$ cat src/rtl/attack_sequencer_if.sv
// attack_sequencer_if: button/position/fight-state inputs and damage-side outputs of the attack sequencer
interface attack_sequencer_if #(
  parameter int POS_W = 10
);
  logic             tick;
  logic [1:0]       fight_state;
  logic             btn_1;
  logic             btn_2;
  logic [POS_W-1:0] pos_1;
  logic [POS_W-1:0] pos_2;
  logic             in_range;
  logic             attack_state_1;
  logic             attack_state_2;
  logic             busy_1;
  logic             busy_2;
  logic             dmg_to_1;
  logic             dmg_to_2;
  modport master (
    input  tick, fight_state, btn_1, btn_2, pos_1, pos_2,
    output in_range, attack_state_1, attack_state_2, busy_1, busy_2, dmg_to_1, dmg_to_2
  );
  modport slave (
    output tick, fight_state, btn_1, btn_2, pos_1, pos_2,
    input  in_range, attack_state_1, attack_state_2, busy_1, busy_2, dmg_to_1, dmg_to_2
  );
endinterface

$ cat src/rtl/attack_sequencer.sv
// attack_sequencer: per-player windup/active/recovery FSMs producing one-shot damage strobes
module attack_sequencer #(
  parameter int WINDUP_TICKS  = 2,
  parameter int ACTIVE_TICKS  = 2,
  parameter int RECOVER_TICKS = 3,
  parameter int HIT_RANGE     = 40,
  parameter int POS_W         = 10,
  parameter int CNT_W         = 4
) (
  input logic clk,
  input logic reset,
  attack_sequencer_if.master bus
);
  typedef enum logic [1:0] {IDLE, WINDUP, ACTIVE, RECOVER} state_t;
  localparam logic [POS_W-1:0] RANGE = POS_W'(HIT_RANGE);
  logic             w_fight;
  logic [POS_W-1:0] w_diff;
  logic             r_in_range;
  logic [1:0]       w_btn;
  logic [1:0]       w_active;
  logic [1:0]       w_busy;
  logic [1:0]       w_dmg;
  assign w_fight = bus.fight_state == 2'b00;
  assign w_btn   = {bus.btn_2, bus.btn_1};
  assign w_diff  = bus.pos_1 >= bus.pos_2 ? bus.pos_1 - bus.pos_2 : bus.pos_2 - bus.pos_1;
  always_ff @(posedge clk) begin
    if (!reset) r_in_range <= 1'b0;
    else r_in_range <= w_diff <= RANGE;
  end
  for (genvar p = 0; p < 2; p++) begin : g_player
    state_t           r_state, w_state;
    logic [CNT_W-1:0] r_cnt, w_cnt;
    logic             r_prev, r_pend, w_pend, r_done, w_done, r_dmg, w_hit, w_rise, w_last;
    assign w_rise = w_btn[p] & ~r_prev;
    assign w_last = r_cnt == (r_state == WINDUP ? CNT_W'(WINDUP_TICKS - 1) :
                              r_state == ACTIVE ? CNT_W'(ACTIVE_TICKS - 1) : CNT_W'(RECOVER_TICKS - 1));
    // r_prev keeps tracking the button through reset so a button held across reset is not a fresh press
    always_ff @(posedge clk) begin
      r_prev <= w_btn[p];
      if (!reset) begin
        r_state <= IDLE;
        r_cnt   <= '0;
        r_pend  <= 1'b0;
        r_done  <= 1'b0;
        r_dmg   <= 1'b0;
      end else begin
        r_state <= w_state;
        r_cnt   <= w_cnt;
        r_pend  <= w_pend;
        r_done  <= w_done;
        r_dmg   <= w_hit;
      end
    end
    always_comb begin
      w_state = r_state;
      w_cnt   = r_cnt;
      w_done  = r_done;
      w_pend  = r_pend | w_rise;
      w_hit   = 1'b0;
      if (!w_fight) begin
        w_state = IDLE;
        w_cnt   = '0;
        w_pend  = 1'b0;
      end else if (bus.tick) begin
        w_pend = 1'b0;
        w_hit  = r_state == ACTIVE && r_in_range && !r_done;
        w_done = r_done | w_hit;
        if (r_state == IDLE) begin
          if (r_pend | w_rise) begin
            w_state = WINDUP;
            w_cnt   = '0;
            w_done  = 1'b0;
          end
        end else begin
          w_cnt = w_last ? '0 : r_cnt + 1'b1;
          if (w_last) w_state = r_state == WINDUP ? ACTIVE : r_state == ACTIVE ? RECOVER : IDLE;
        end
      end
    end
    assign w_active[p] = r_state == ACTIVE;
    assign w_busy[p]   = r_state != IDLE;
    assign w_dmg[p]    = r_dmg;
  end
  assign bus.in_range       = r_in_range;
  assign bus.attack_state_1 = w_active[0];
  assign bus.attack_state_2 = w_active[1];
  assign bus.busy_1         = w_busy[0];
  assign bus.busy_2         = w_busy[1];
  assign bus.dmg_to_2       = w_dmg[0];
  assign bus.dmg_to_1       = w_dmg[1];
endmodule
$ cat src/flat_wrapper.sv
// flat-port wrapper written by rule: the top's interface ports become plain ports
module attack_sequencer_flat 
#(
  parameter int WINDUP_TICKS  = 2,
  parameter int ACTIVE_TICKS  = 2,
  parameter int RECOVER_TICKS = 3,
  parameter int HIT_RANGE     = 40,
  parameter int POS_W         = 10,
  parameter int CNT_W         = 4
)
  (clk, reset, bus_tick, bus_fight_state, bus_btn_1, bus_btn_2, bus_pos_1, bus_pos_2, bus_in_range, bus_attack_state_1, bus_attack_state_2, bus_busy_1, bus_busy_2, bus_dmg_to_1, bus_dmg_to_2);
  attack_sequencer_if #(.POS_W(POS_W)) bus_i ();
  input logic clk;
  input logic reset;
  input wire logic [$bits(bus_i.tick)-1:0] bus_tick;
  input wire logic [$bits(bus_i.fight_state)-1:0] bus_fight_state;
  input wire logic [$bits(bus_i.btn_1)-1:0] bus_btn_1;
  input wire logic [$bits(bus_i.btn_2)-1:0] bus_btn_2;
  input wire logic [$bits(bus_i.pos_1)-1:0] bus_pos_1;
  input wire logic [$bits(bus_i.pos_2)-1:0] bus_pos_2;
  output wire logic [$bits(bus_i.in_range)-1:0] bus_in_range;
  output wire logic [$bits(bus_i.attack_state_1)-1:0] bus_attack_state_1;
  output wire logic [$bits(bus_i.attack_state_2)-1:0] bus_attack_state_2;
  output wire logic [$bits(bus_i.busy_1)-1:0] bus_busy_1;
  output wire logic [$bits(bus_i.busy_2)-1:0] bus_busy_2;
  output wire logic [$bits(bus_i.dmg_to_1)-1:0] bus_dmg_to_1;
  output wire logic [$bits(bus_i.dmg_to_2)-1:0] bus_dmg_to_2;
  assign bus_i.tick = bus_tick;
  assign bus_i.fight_state = bus_fight_state;
  assign bus_i.btn_1 = bus_btn_1;
  assign bus_i.btn_2 = bus_btn_2;
  assign bus_i.pos_1 = bus_pos_1;
  assign bus_i.pos_2 = bus_pos_2;
  assign bus_in_range = bus_i.in_range;
  assign bus_attack_state_1 = bus_i.attack_state_1;
  assign bus_attack_state_2 = bus_i.attack_state_2;
  assign bus_busy_1 = bus_i.busy_1;
  assign bus_busy_2 = bus_i.busy_2;
  assign bus_dmg_to_1 = bus_i.dmg_to_1;
  assign bus_dmg_to_2 = bus_i.dmg_to_2;
  attack_sequencer #(.WINDUP_TICKS(WINDUP_TICKS), .ACTIVE_TICKS(ACTIVE_TICKS), .RECOVER_TICKS(RECOVER_TICKS), .HIT_RANGE(HIT_RANGE), .POS_W(POS_W), .CNT_W(CNT_W)) u_core (.clk(clk), .reset(reset), .bus(bus_i));
endmodule
$ cat config.mk
export PLATFORM = sky130hd
export DESIGN_NAME = attack_sequencer_flat
export DESIGN_NICKNAME = d
export VERILOG_FILES = /design/src/rtl/attack_sequencer_if.sv /design/src/rtl/attack_sequencer.sv /design/src/flat_wrapper.sv
export SDC_FILE = /design/constraint.sdc
export NUM_CORES = 1
export LEC_CHECK = 0
export ABC_AREA = 1
export CAP_MARGIN = 20
export CORE_ASPECT_RATIO = 1.1
export CORE_MARGIN = 10
export CORE_UTILIZATION = 50
export DETAILED_ROUTE_END_ITERATION = 8
export PLACE_DENSITY = 0.83
export REMOVE_ABC_BUFFERS = 1
export SLEW_MARGIN = 20
export SYNTH_ARGS = -nofsm -noshare
export SYNTH_HDL_FRONTEND = slang
export SYNTH_SLANG_ARGS = --single-unit
$ cat constraint.sdc
create_clock -name clk -period 3.1 [get_ports clk]
set_clock_uncertainty 0.2 [all_clocks]
set_input_delay 0.62 -clock clk [delete_from_list [all_inputs] [get_ports clk]]
set_output_delay 0.62 -clock clk [all_outputs]
set_load 0.03 [all_outputs]
Word level (Yosys, flattened, before mapping)
Cells that the tools add are included.
- bits of input ports: 27
- register bits: 21
- output and inout bits: 7
- word-level logic and storage cells: 83
- muxes and demuxes: 25
- eq/ne operators: 8
- bitwise gates (word level): 10
- reduce and logical (&&, ||, !) cells: 21
- $add $sub $neg: 4
- magnitude comparators: 2
- operators with widths (cell ; count):
    2-to-1 mux 4 bit ; 8
    2-to-1 mux 2 bit ; 12
    subtractor 10 bit ; 2
    greater-or-equal comparator 10 bit ; 1
    <= comparator 10 x 6 -> 1 bit (second input constant) ; 1
    2-to-1 mux 10 bit ; 1
    AND reduction 3 bit ; 3
    adder 4 x 1 -> 4 bit (second input constant) ; 2
    == test 4 bit ; 2
    AND reduction 2 bit ; 4
    nonzero test 2 bit ; 4
    zero test 2 bit ; 3
    == test 2 x 1 -> 1 bit (second input constant) ; 2
    == test 2 bit (second input constant) ; 2
    logical AND 1 bit ; 4
    2-to-1 mux 1 bit ; 4
    != test 2 x 1 -> 1 bit (second input constant) ; 2
    NOT 1 bit ; 4
    bitwise OR 1 bit ; 4
    OR reduction 3 bit ; 1
    AND 1 bit ; 2
    zero test 1 bit ; 2

Logic depth before layout (Yosys ltp)
Gate-level depths: netlist of run 1.
- word-level depth: 6
- gate-level depth with buffers: 16
- gate-level depth less buffers: 16

Least setup slack after synthesis of run 1
OpenSTA, ideal clock, no wires.
- kind: input-to-reg
- start point: in bus_pos_2[2]
- end point: reg u_core.r_in_range (netlist: u_core.bus.in_range)
- buffers on the path: 1
- stages on the path: 14
- arrival time: 1.835 ns
- library setup time: 0.064 ns
- required time: 2.836 ns
- slack: 1.001 ns
- cell sequence: inv_1 ha_1 buf_2 a21oi_1 nand2_1 nand2_1 nand2_1 nand2_1 nand2_1 nor2_1 nand3_1 nor2_1 nor2_1 nor2_1
- longest elaborated chain between the ends: 3
- elaborated cells between the ends (all ways): 5
- those cells by class: 2 x add/sub; 2 x order compare; 1 x mux
- RTL lines (item ; RTL line ; RTL):
    from (decl) ; flat_wrapper.sv:20 ; input wire logic [$bits(bus_i.pos_2)-1:0] bus_pos_2;
    subtractor 10 bit or greater-or-equal comparator 10 bit (tied branches) ; attack_sequencer.sv:25 ; assign w_diff = bus.pos_1 >= bus.pos_2 ? bus.pos_1 - bus.pos_2 : bus.pos_2 - bus.pos_1;
    2-to-1 mux 10 bit * ; attack_sequencer.sv:25 ;
    <= comparator 10 x 6 -> 1 bit * ; attack_sequencer.sv:28 ; else r_in_range <= w_diff <= RANGE;
    to (signal assigned) ; attack_sequencer.sv:27 ; if (!reset) r_in_range <= 1'b0;
    to (signal assigned) ; attack_sequencer.sv:28 ;
    to (decl) ; attack_sequencer.sv:18 ; logic r_in_range;
Mark *: on every way between the ends. The rest lies on a longest branch, timed or not.
A chain may end at the register's enable or synchronous reset.

Worst setup path after layout of run 1
Ends and elaborated chain as after synthesis.

==> metrics list, run 1 <==
* Outcome: complete, no violations
- IR analysis of the VDD net gives a maximum drop of 0.1368 mV.
* Synthesis warning total: 0
- Of the available clock period, the critical path in the final layout requires 83.10%.
- Area leader, netlist: sky130_fd_sc_hd__nand2_1
- The number of antenna violations at the first check in global routing was 0.
- Buffers inserted during clock tree synthesis total 3.
- Among all stages on the critical path, the largest delay is contributed by sky130_fd_sc_hd__clkdlybuf4s50_1.
* Classification of the worst-slack hold path: flip-flop to flip-flop
- After clock tree synthesis, the clock-pin slew on the worst setup and hold paths is 0.08 ns.
- In this run the power density over the cells is 292.8 mW/mm^2.
- The final layout contains 437 nets.
* Normalized max-slew margin: 74.12%
- In the layout the commonest cells are sky130_fd_sc_hd__nand2_1 (114), sky130_fd_sc_hd__inv_1 (75), sky130_fd_sc_hd__clkdlybuf4s50_1 (33).
* Share of the yosys chip area belonging to registers: 20.56%
- The worst setup path is of the primary input to flip-flop kind.
- Walking the worst path, the cells encountered are clkdlybuf4s50_1, inv_1, ha_1, nand2_1, inv_1, nand2_1, nand2_1, nand2_1, nand2_1, nand2_1, nand2_1, inv_1, nand3_1, nor2_1, nor2_1, nor2_1.
- Slew at the pin closest to its max-slew limit: 0.3868 ns
* Combined buffer and inverter count along the critical path: 4
- The top cell type by area accounts for 20.93% of the synthesized area.
- The detailed router placed 2,192 vias in this run.
- Required arrival time at the worst endpoint: 3.05 ns
- After global routing the overflow that remains totals 0.
* Kind of start point of the critical path: primary input
* Insertion delay to the later sink of the worst-skew pair: 0.26 ns
- CTS H-Tree Depth: 1
- # resized after CTS: 0
- For this design, the CTS-stage hold fixing added 0 buffers.
- Violation count after the first detailed-routing iteration: 58
- Flop-to-flop setup slack: 1.39 ns
- From left edge to right edge, the die measures 80.97 um.
- At the end of routability-driven placement, the weighted congestion stood at 0.9390.
- Number of buffer cells added on primary ports: 33
* Dominant delay contributor by cell family on the critical path: simple AND/OR/NAND/NOR gates
- TritonCTS built the clock tree.
- Global routing used 14.00% of the available tracks.
* Postcts setup bufs: 0
- The final count of pins violating max slew was 0.
- The most numerous cell type found on the critical path is sky130_fd_sc_hd__nand2_1.
- Once layout is complete, the cells apart from fillers number 436.
* CTS Root Cell: sky130_fd_sc_hd__clkbuf_8
* Share of final-layout standard cells stronger than drive strength 1: 2.344%
- In this run, distinct cell masters in the synthesized netlist total 23.
* Minimum period implied by the final worst setup slack: 2.576 ns
* Number of diodes added for antenna fixing: 0
- Layout overhead on the synthesized area: 20.81%
- Derived from the worst setup path, the maximum achievable clock frequency is 388.2 MHz.
- The routed design has 4716 um of wire.
- Via count of the first global-routing pass: 2,139
- After routing the design area is 0.002470 sq mm.
* Area of all sequential standard cells: 420.4 sq um
- Global-route wire length before repair: 8362 um
- The synthesized netlist occupies a cell area of 0.002044 sq mm.
* Post-DP HPWL: 4056 um
- Before antenna repair, the detailed router went through 4 iterations.
* Endpoint type of the worst setup path: flip-flop
- Setup total negative slack on the finished layout was measured at 0 ns.
- Most common library cell in the layout ignoring fill and taps: sky130_fd_sc_hd__nand2_1
- Total leakage power: 1.309 nW
- In this run the remaining antenna-violating nets after routing total 0.
* Count of endpoints failing setup in the final report: 0
* Worst-path maximum fanout: 10
* Number of instances in the synthesized netlist: 349
- Y dimension of the die: 87.07 um
- Post-detailed-route via-to-cell ratio: 5.028
* Cell Count Post-Placement: 432
- Data arrival time of the critical path: 2.53 ns
* Row count: 24
- In this design, the stage delay of the slowest critical-path cell is 0.48 ns.
- In this run the cell area measured after placement is 0.002424 sq mm.
- 34 I/O pins were placed.
* Wire per inst: 10.82 um
- Top cells by area in the synthesized netlist: sky130_fd_sc_hd__nand2_1 (21%), sky130_fd_sc_hd__dfxtp_1 (21%), sky130_fd_sc_hd__ha_1 (15%), sky130_fd_sc_hd__inv_1 (14%), sky130_fd_sc_hd__nand3_1 (7.3%)
- Initial core utilization: 51.58%
- A synthesized cell averages 5.858 sq um.
* Final hold viol count: 0
* Pin count of the biggest net entering global routing: 13
- In this run the deepest clock path goes through 2 buffers.
- Count of max-cap constraint violations: 0
- Setup repair after global routing missed its margin: no
- In the final layout, the multi-input gates occupy 0.001326 sq mm.
- Area of the core region: 0.003964 sq mm
* DIE AREA: 0.007050 sq mm
- Flip-flop and latch count after synthesis: 21
- Counting every sink on the clock net gives 21.
* Count of fill cells added during filler insertion: 397
- In the routed design, unresolved DRC markers number 0.
registers in the layout, summed over array words and instances, names as in the netlist:
name                     count
u_core.g_player.r_pend       2
u_core.g_player.r_prev       2
u_core.g_player.r_done       2
u_core.g_player.r_state      4
u_core.bus.dmg_to_2          1
u_core.g_player.r_cnt        8
u_core.bus.dmg_to_1          1
u_core.bus.in_range          1
metrics by stage:
step	hold slack (ns)	utilization, %	power [W]	worst slack (ns)
finish	0.2279	62.31	0.0007231	0.5239
global route	0.2514	62.31	0.0007760	0.2947
CTS	0.2232	62.31	0.0007261	0.5427
detailed placement	0.2164	61.14	0.0005502	0.2696
global placement	0.2067	61.14	0.0005440	0.3214
floorplan	0.1996	-	0.0004673	1.000
layout make-up:
| type | count | area share [%] |
|---|---|---|
| flip-flops and latches | 21 | 17.02 |
| clock inverters | 1 | 0.2026 |
| clock buffers | 3 | 1.672 |
| inverters | 75 | 11.40 |
| multi-input cells | 251 | 53.70 |
| repair buffers | 33 | 13.37 |
| well taps | 52 | 2.634 |
layer usage:
metal | track usage, % | part of all wire (%)
met5 | 0 | 0
met3 | 1.446 | 3.6
met2 | 26.74 | 50
met1 | 15.12 | 44
met4 | 5.354 | 2.1
synthesized netlist by cell type:
cell	count
sky130_fd_sc_hd__nand2_2	2
sky130_fd_sc_hd__a221oi_1	2
sky130_fd_sc_hd__dfxtp_1	21
sky130_fd_sc_hd__xor2_1	2
sky130_fd_sc_hd__nor3_1	7
sky130_fd_sc_hd__buf_6	1
sky130_fd_sc_hd__o21bai_1	1
sky130_fd_sc_hd__a31oi_1	1
sky130_fd_sc_hd__nor2_4	1
sky130_fd_sc_hd__o21ai_0	6
sky130_fd_sc_hd__buf_2	1
sky130_fd_sc_hd__nand4_1	9
sky130_fd_sc_hd__a21oi_1	20
sky130_fd_sc_hd__or2_2	1
sky130_fd_sc_hd__nor2_1	24
sky130_fd_sc_hd__ha_1	25
sky130_fd_sc_hd__inv_1	75
sky130_fd_sc_hd__nor2_2	1
sky130_fd_sc_hd__o21a_1	1
sky130_fd_sc_hd__nand3_1	30
sky130_fd_sc_hd__nand2_1	114
sky130_fd_sc_hd__a211oi_1	3
sky130_fd_sc_hd__o2111ai_1	1
report_power, final:
group,internal (W),switching [W]
Sequential,0.000273,0.00000184
Clock,0.0000895,0.0000883
Combinational,0.000110,0.000161
worst register-to-register path, delay by kind of cell, from the launching register on:
family,cells,cell delay (ns)
compound gates,2,0.44
fa+ha+maj,1,0.33
flops,1,0.31
simple gates,3,0.30
buf+inv,1,0.06
logic make-up (layout without fill, tap and decap cells):
| group | after synthesis | after routing | synth area share [%] |
|---|---|---|---|
| simple gates | 189 | 189 | 38.92 |
| buf+inv | 77 | 112 | 14.57 |
| compound gates | 35 | 35 | 9.793 |
| fa+ha+maj | 25 | 25 | 15.30 |
| flops | 21 | 21 | 20.56 |
| xor+xnor | 2 | 2 | 0.8569 |
worst paths after layout:
kind | from | endpoint | depth (start not counted)
max | bus_pos_2[2] | u_core.bus.in_range | 16
max reg2reg | u_core.g_player[0].r_state[0] | u_core.g_player[0].r_state[0] | 7
min reg2reg | u_core.g_player[0].r_done | u_core.bus.dmg_to_2 | 1
min | u_core.g_player[0].r_done | u_core.bus.dmg_to_2 | 1
Power figures use the tool's default switching activity.
==> run 2, diff against run 1 <==
CORE_UTILIZATION = 49   (was 50)
PLACE_DENSITY = 0.84   (was 0.83)
clock period = 2.3 ns   (was 3.1 ns; I/O delays follow)
==> run 2 against run 1 <==
Against the previous run:
- wire length grew 18%
- worst setup slack got worse by 0.45 ns
- sequential share of layout area down 2.3 points
- via count is 8.9% higher
- clock power rose by 39%
- first-iteration DRC count is 88% higher
- register-to-register slack worse by 0.83 ns
- die area grew 1.5%
- sequential power increased by 35%
- non-clock buffer count up 22
- critical path type is now flip-flop to primary output
==> metrics list, run 2 (synthesized netlist as in run 1, its figures left out) <==
- Largest registers: u_core.g_player.r_cnt x8, u_core.g_player.r_state x4 (unchanged).
- Antenna violations before repair: 0 (unchanged)
- Via count of the first global-routing pass: 2,204 (was 2,139)
- Register ranked first by flip-flop count: u_core.g_player.r_cnt (unchanged)
* CTS tree: yes (unchanged)
* Wire per inst: 12.11 um (was 10.82 um)
* CTS Root Cell: sky130_fd_sc_hd__clkbuf_8 (unchanged)
- Worst-path maximum fanout: 3 (was 10)
* Non-filler instance count after layout: 458 (was 436)
* Count of endpoints failing setup in the final report: 0 (unchanged)
* CTS H-Tree Depth: 1 (unchanged)
* Vias after detailed routing: 2,387 (was 2,192)
- The final count of pins violating max slew is 0 (unchanged).
- Flop-to-flop setup slack: 0.56 ns (was 1.39 ns)
* Number of buffer cells added on primary ports: 33 (unchanged)
- Part of the power in registers: 33.4% (was 38.0%)
- Total clock buffers created by CTS: 3 (unchanged)
- The leakage power total came to 1.479 nW (was 1.309 nW).
- The end of the worst register-to-register path is u_core.g_player[0].r_state[0] (unchanged).
- The die outline width came to 81.59 um (was 80.97 um).
- Minimum period implied by the final worst setup slack: 2.226 ns
- Worst Reg2Reg Path Length in Cells: 7 (unchanged)
* Number of diodes added for antenna fixing: 0 (unchanged)
* Switching portion of total power: 36.25% (was 34.72%)
* Required arrival time at the worst endpoint: 1.64 ns (was 3.05 ns)
- Final ANT Viol Nets: 0 (unchanged)
* Postcts setup bufs: 0 (unchanged)
- The weighted congestion at the end of routability-driven global placement came to 0.8776 (was 0.9390).
* Layout overhead on the synthesized area: 39.72% (was 20.81%)
* Count of clock tree sinks: 21 (unchanged)
- Outcome: complete, no violations (unchanged).
- Highest-count cells in the layout ignoring fill and taps: sky130_fd_sc_hd__nand2_1 (97), sky130_fd_sc_hd__inv_1 (68), sky130_fd_sc_hd__nand3_1 (30) (was sky130_fd_sc_hd__nand2_1 (114), sky130_fd_sc_hd__inv_1 (75), sky130_fd_sc_hd__clkdlybuf4s50_1 (33))
* Remaining routing DRC violations: 0 (unchanged)
- Part of the power in the clock network: 22.4% (was 24.6%)
* Classification of the worst-slack hold path: flip-flop to flip-flop (unchanged)
* Cell-internal power: 0.0007066 W (was 0.0004721 W)
* Pin count of the biggest net entering global routing: 13 (unchanged)
- The core region area was 0.003994 sq mm (was 0.003964 sq mm).
- Clock Pin Slew Worst Setup and Hold Paths: 0.08 ns (about the same)
- Cell Count Post-Placement: 454 (was 432)
- Post-DP HPWL: 4338 um (was 4056 um)
* Count of max-cap constraint violations: 0 (unchanged)
- Global-route wire length before repair: 8638 um (was 8362 um)
- The startpoint of the worst register-to-register path is u_core.g_player[0].r_state[0] (unchanged).
- The critical path data arrival time is 1.57 ns (was 2.53 ns).
- Length of the first detailed-routing pass in iterations: 4 (unchanged)
- Number of flip-flops in the largest register: 8 (unchanged)
- Initial core utilization: 51.19% (was 51.58%)
- The number of top-level design ports is 34 (unchanged).
- Normalized max-slew margin: 77.46% (was 74.12%)
* Hold-critical path depth: 1 (unchanged)
* Highest ir drop seen on vdd: 0.1941 mV (was 0.1368 mV)
* Total congestion overflow: 0 (unchanged)
- Worst min-delay path endpoint: u_core.bus.dmg_to_1 (was u_core.bus.dmg_to_2)
- The total power divided by cell area came to 388.0 mW/mm^2 (was 292.8 mW/mm^2).
- Most common library cell in the layout ignoring fill and taps: sky130_fd_sc_hd__nand2_1 (unchanged)
* Kind of start point of the critical path: flip-flop (was primary input)
- The clock latency on the worst-skew pair was 0.27 ns (was 0.26 ns).
* Worst Hold Slack: 0.2331 ns (was 0.2279 ns)
- Wirelength, routed: 5546 um (was 4716 um)
- Row count: 24 (unchanged)
- The transition time at the pin with the least slew margin came to 0.3370 ns (was 0.3868 ns).
- The sort of element at the end of the critical path is a primary output (was flip-flop).
- The relative contribution of combinational cells to total power came to 44.2% (was 37.4%).
- Part of the cycle the worst path needs: 96.79%
* Kind of critical path: flip-flop to primary output (was primary input to flip-flop)
- Critical path origin: u_core.g_player[0].r_state[0] (was bus_pos_2[2])
- The maximum buffer depth of the clock tree came to 2 (unchanged).
* Share of final-layout standard cells stronger than drive strength 1: 18.23% (was 2.344%)
- Violation count after the first detailed-routing iteration: 109 (was 58)
* Final hold viol count: 0 (unchanged)
- For this run, the top clock speed supported by timing is 449.2 MHz.
- Post-detailed-route via-to-cell ratio: 5.212 (was 5.028)
- The total die area came to 0.007159 sq mm (was 0.007050 sq mm).
* Y dimension of the die: 87.75 um (was 87.07 um)
- The total net switching power was 0.0004018 W (was 0.0002511 W).
* Hold_sp: u_core.g_player[1].r_done (was u_core.g_player[0].r_done)
* NumNets Final: 459 (was 437)
- The total routing usage reported by global routing was 14.32% (was 14.00%).
==> run 2: changes by cell type in the layout (fill, tap and decap cells not counted), moves of 6 or more <==
cell / before / now
sky130_fd_sc_hd__ha_4: 0 / 8
sky130_fd_sc_hd__a21oi_1: 20 / 13
sky130_fd_sc_hd__inv_1: 75 / 68
sky130_fd_sc_hd__clkdlybuf4s50_1: 33 / 27
sky130_fd_sc_hd__nand2_1: 114 / 97
sky130_fd_sc_hd__nand2_2: 2 / 15
sky130_fd_sc_hd__a21oi_2: 0 / 7
sky130_fd_sc_hd__buf_4: 0 / 22
sky130_fd_sc_hd__inv_2: 0 / 7
sky130_fd_sc_hd__ha_1: 25 / 17
==> run 2: what timing repair did <==
| item | 4_1_cts | 5_1_grt |
|---|---|---|
| gates cloned | 0 | 0 |
| pin swaps | 0 | 14 |
| endpoints found under the setup margin | 3 | 1 |
| hold buffers | 0 | 0 |
| resized for setup | 8 | 55 |
==> run 2: how the worst max path moves through the flow <==
stage	end	slack (ns)	cells after the start
2_1_floorplan	u_core.bus.in_range	0.36	10
3_3_place_gp	u_core.bus.in_range	-0.28	16
3_5_place_dp	u_core.bus.in_range	-0.30	14
4_1_cts	u_core.bus.in_range	0.005	14
5_1_grt	u_core.bus.in_range	-0.02	13
6_report	bus_attack_state_1	0.07	3
==> run 2: per-layer routing <==
| layer | track usage [%] | part of all wire, % |
|---|---|---|
| met1 | 15.35 | 41 |
| met2 | 26.53 | 50 |
| met3 | 1.947 | 5.5 |
| met4 | 7.121 | 3.3 |
| met5 | 0 | 0 |
==> run 2: critical path: stages (launching register included) <==
cell and delay [ns]:
sky130_fd_sc_hd__dfxtp_1 0.30, sky130_fd_sc_hd__inv_1 0.08, sky130_fd_sc_hd__ha_1 0.20, sky130_fd_sc_hd__clkdlybuf4s50_1 0.71
==> run 2: final cells by class <==
class,count,area [sq um]
clock inverters,1,5.005
fillers,321,1137
well taps,52,65.06
flip-flops and latches,21,420.4
repair buffers,55,503.0
clock buffers,3,41.29
inverters,75,281.5
multi-input cells,251,1540
==> run 2: per-stage QoR <==
step | power (W) | worst slack, ns | TNS (ns) | area (sq um) | utilization [%]
after floorplan | 0.0006298 | 0.3603 | 0 | 2028 | -
after global placement | 0.0007724 | -0.2756 | -0.2756 | 2589 | 64.82
after detailed placement | 0.0007853 | -0.2995 | -0.2995 | 2589 | 64.82
after global routing | 0.001175 | -0.02472 | -0.02472 | 2856 | 71.52
final | 0.001108 | 0.07393 | 0 | 2856 | 71.52
after CTS | 0.001034 | 0.005072 | 0 | 2650 | 66.35
==> run 2: power groups by stage <==
stage / Clock, W / Sequential (W) / Combinational [W]
2_1_floorplan: 0 / 0.000380 / 0.000250
3_3_place_gp: 0 / 0.000379 / 0.000394
3_5_place_dp: 0 / 0.000379 / 0.000406
4_1_cts: 0.000251 / 0.000370 / 0.000413
5_1_grt: 0.000265 / 0.000371 / 0.000539
6_report: 0.000248 / 0.000370 / 0.000490
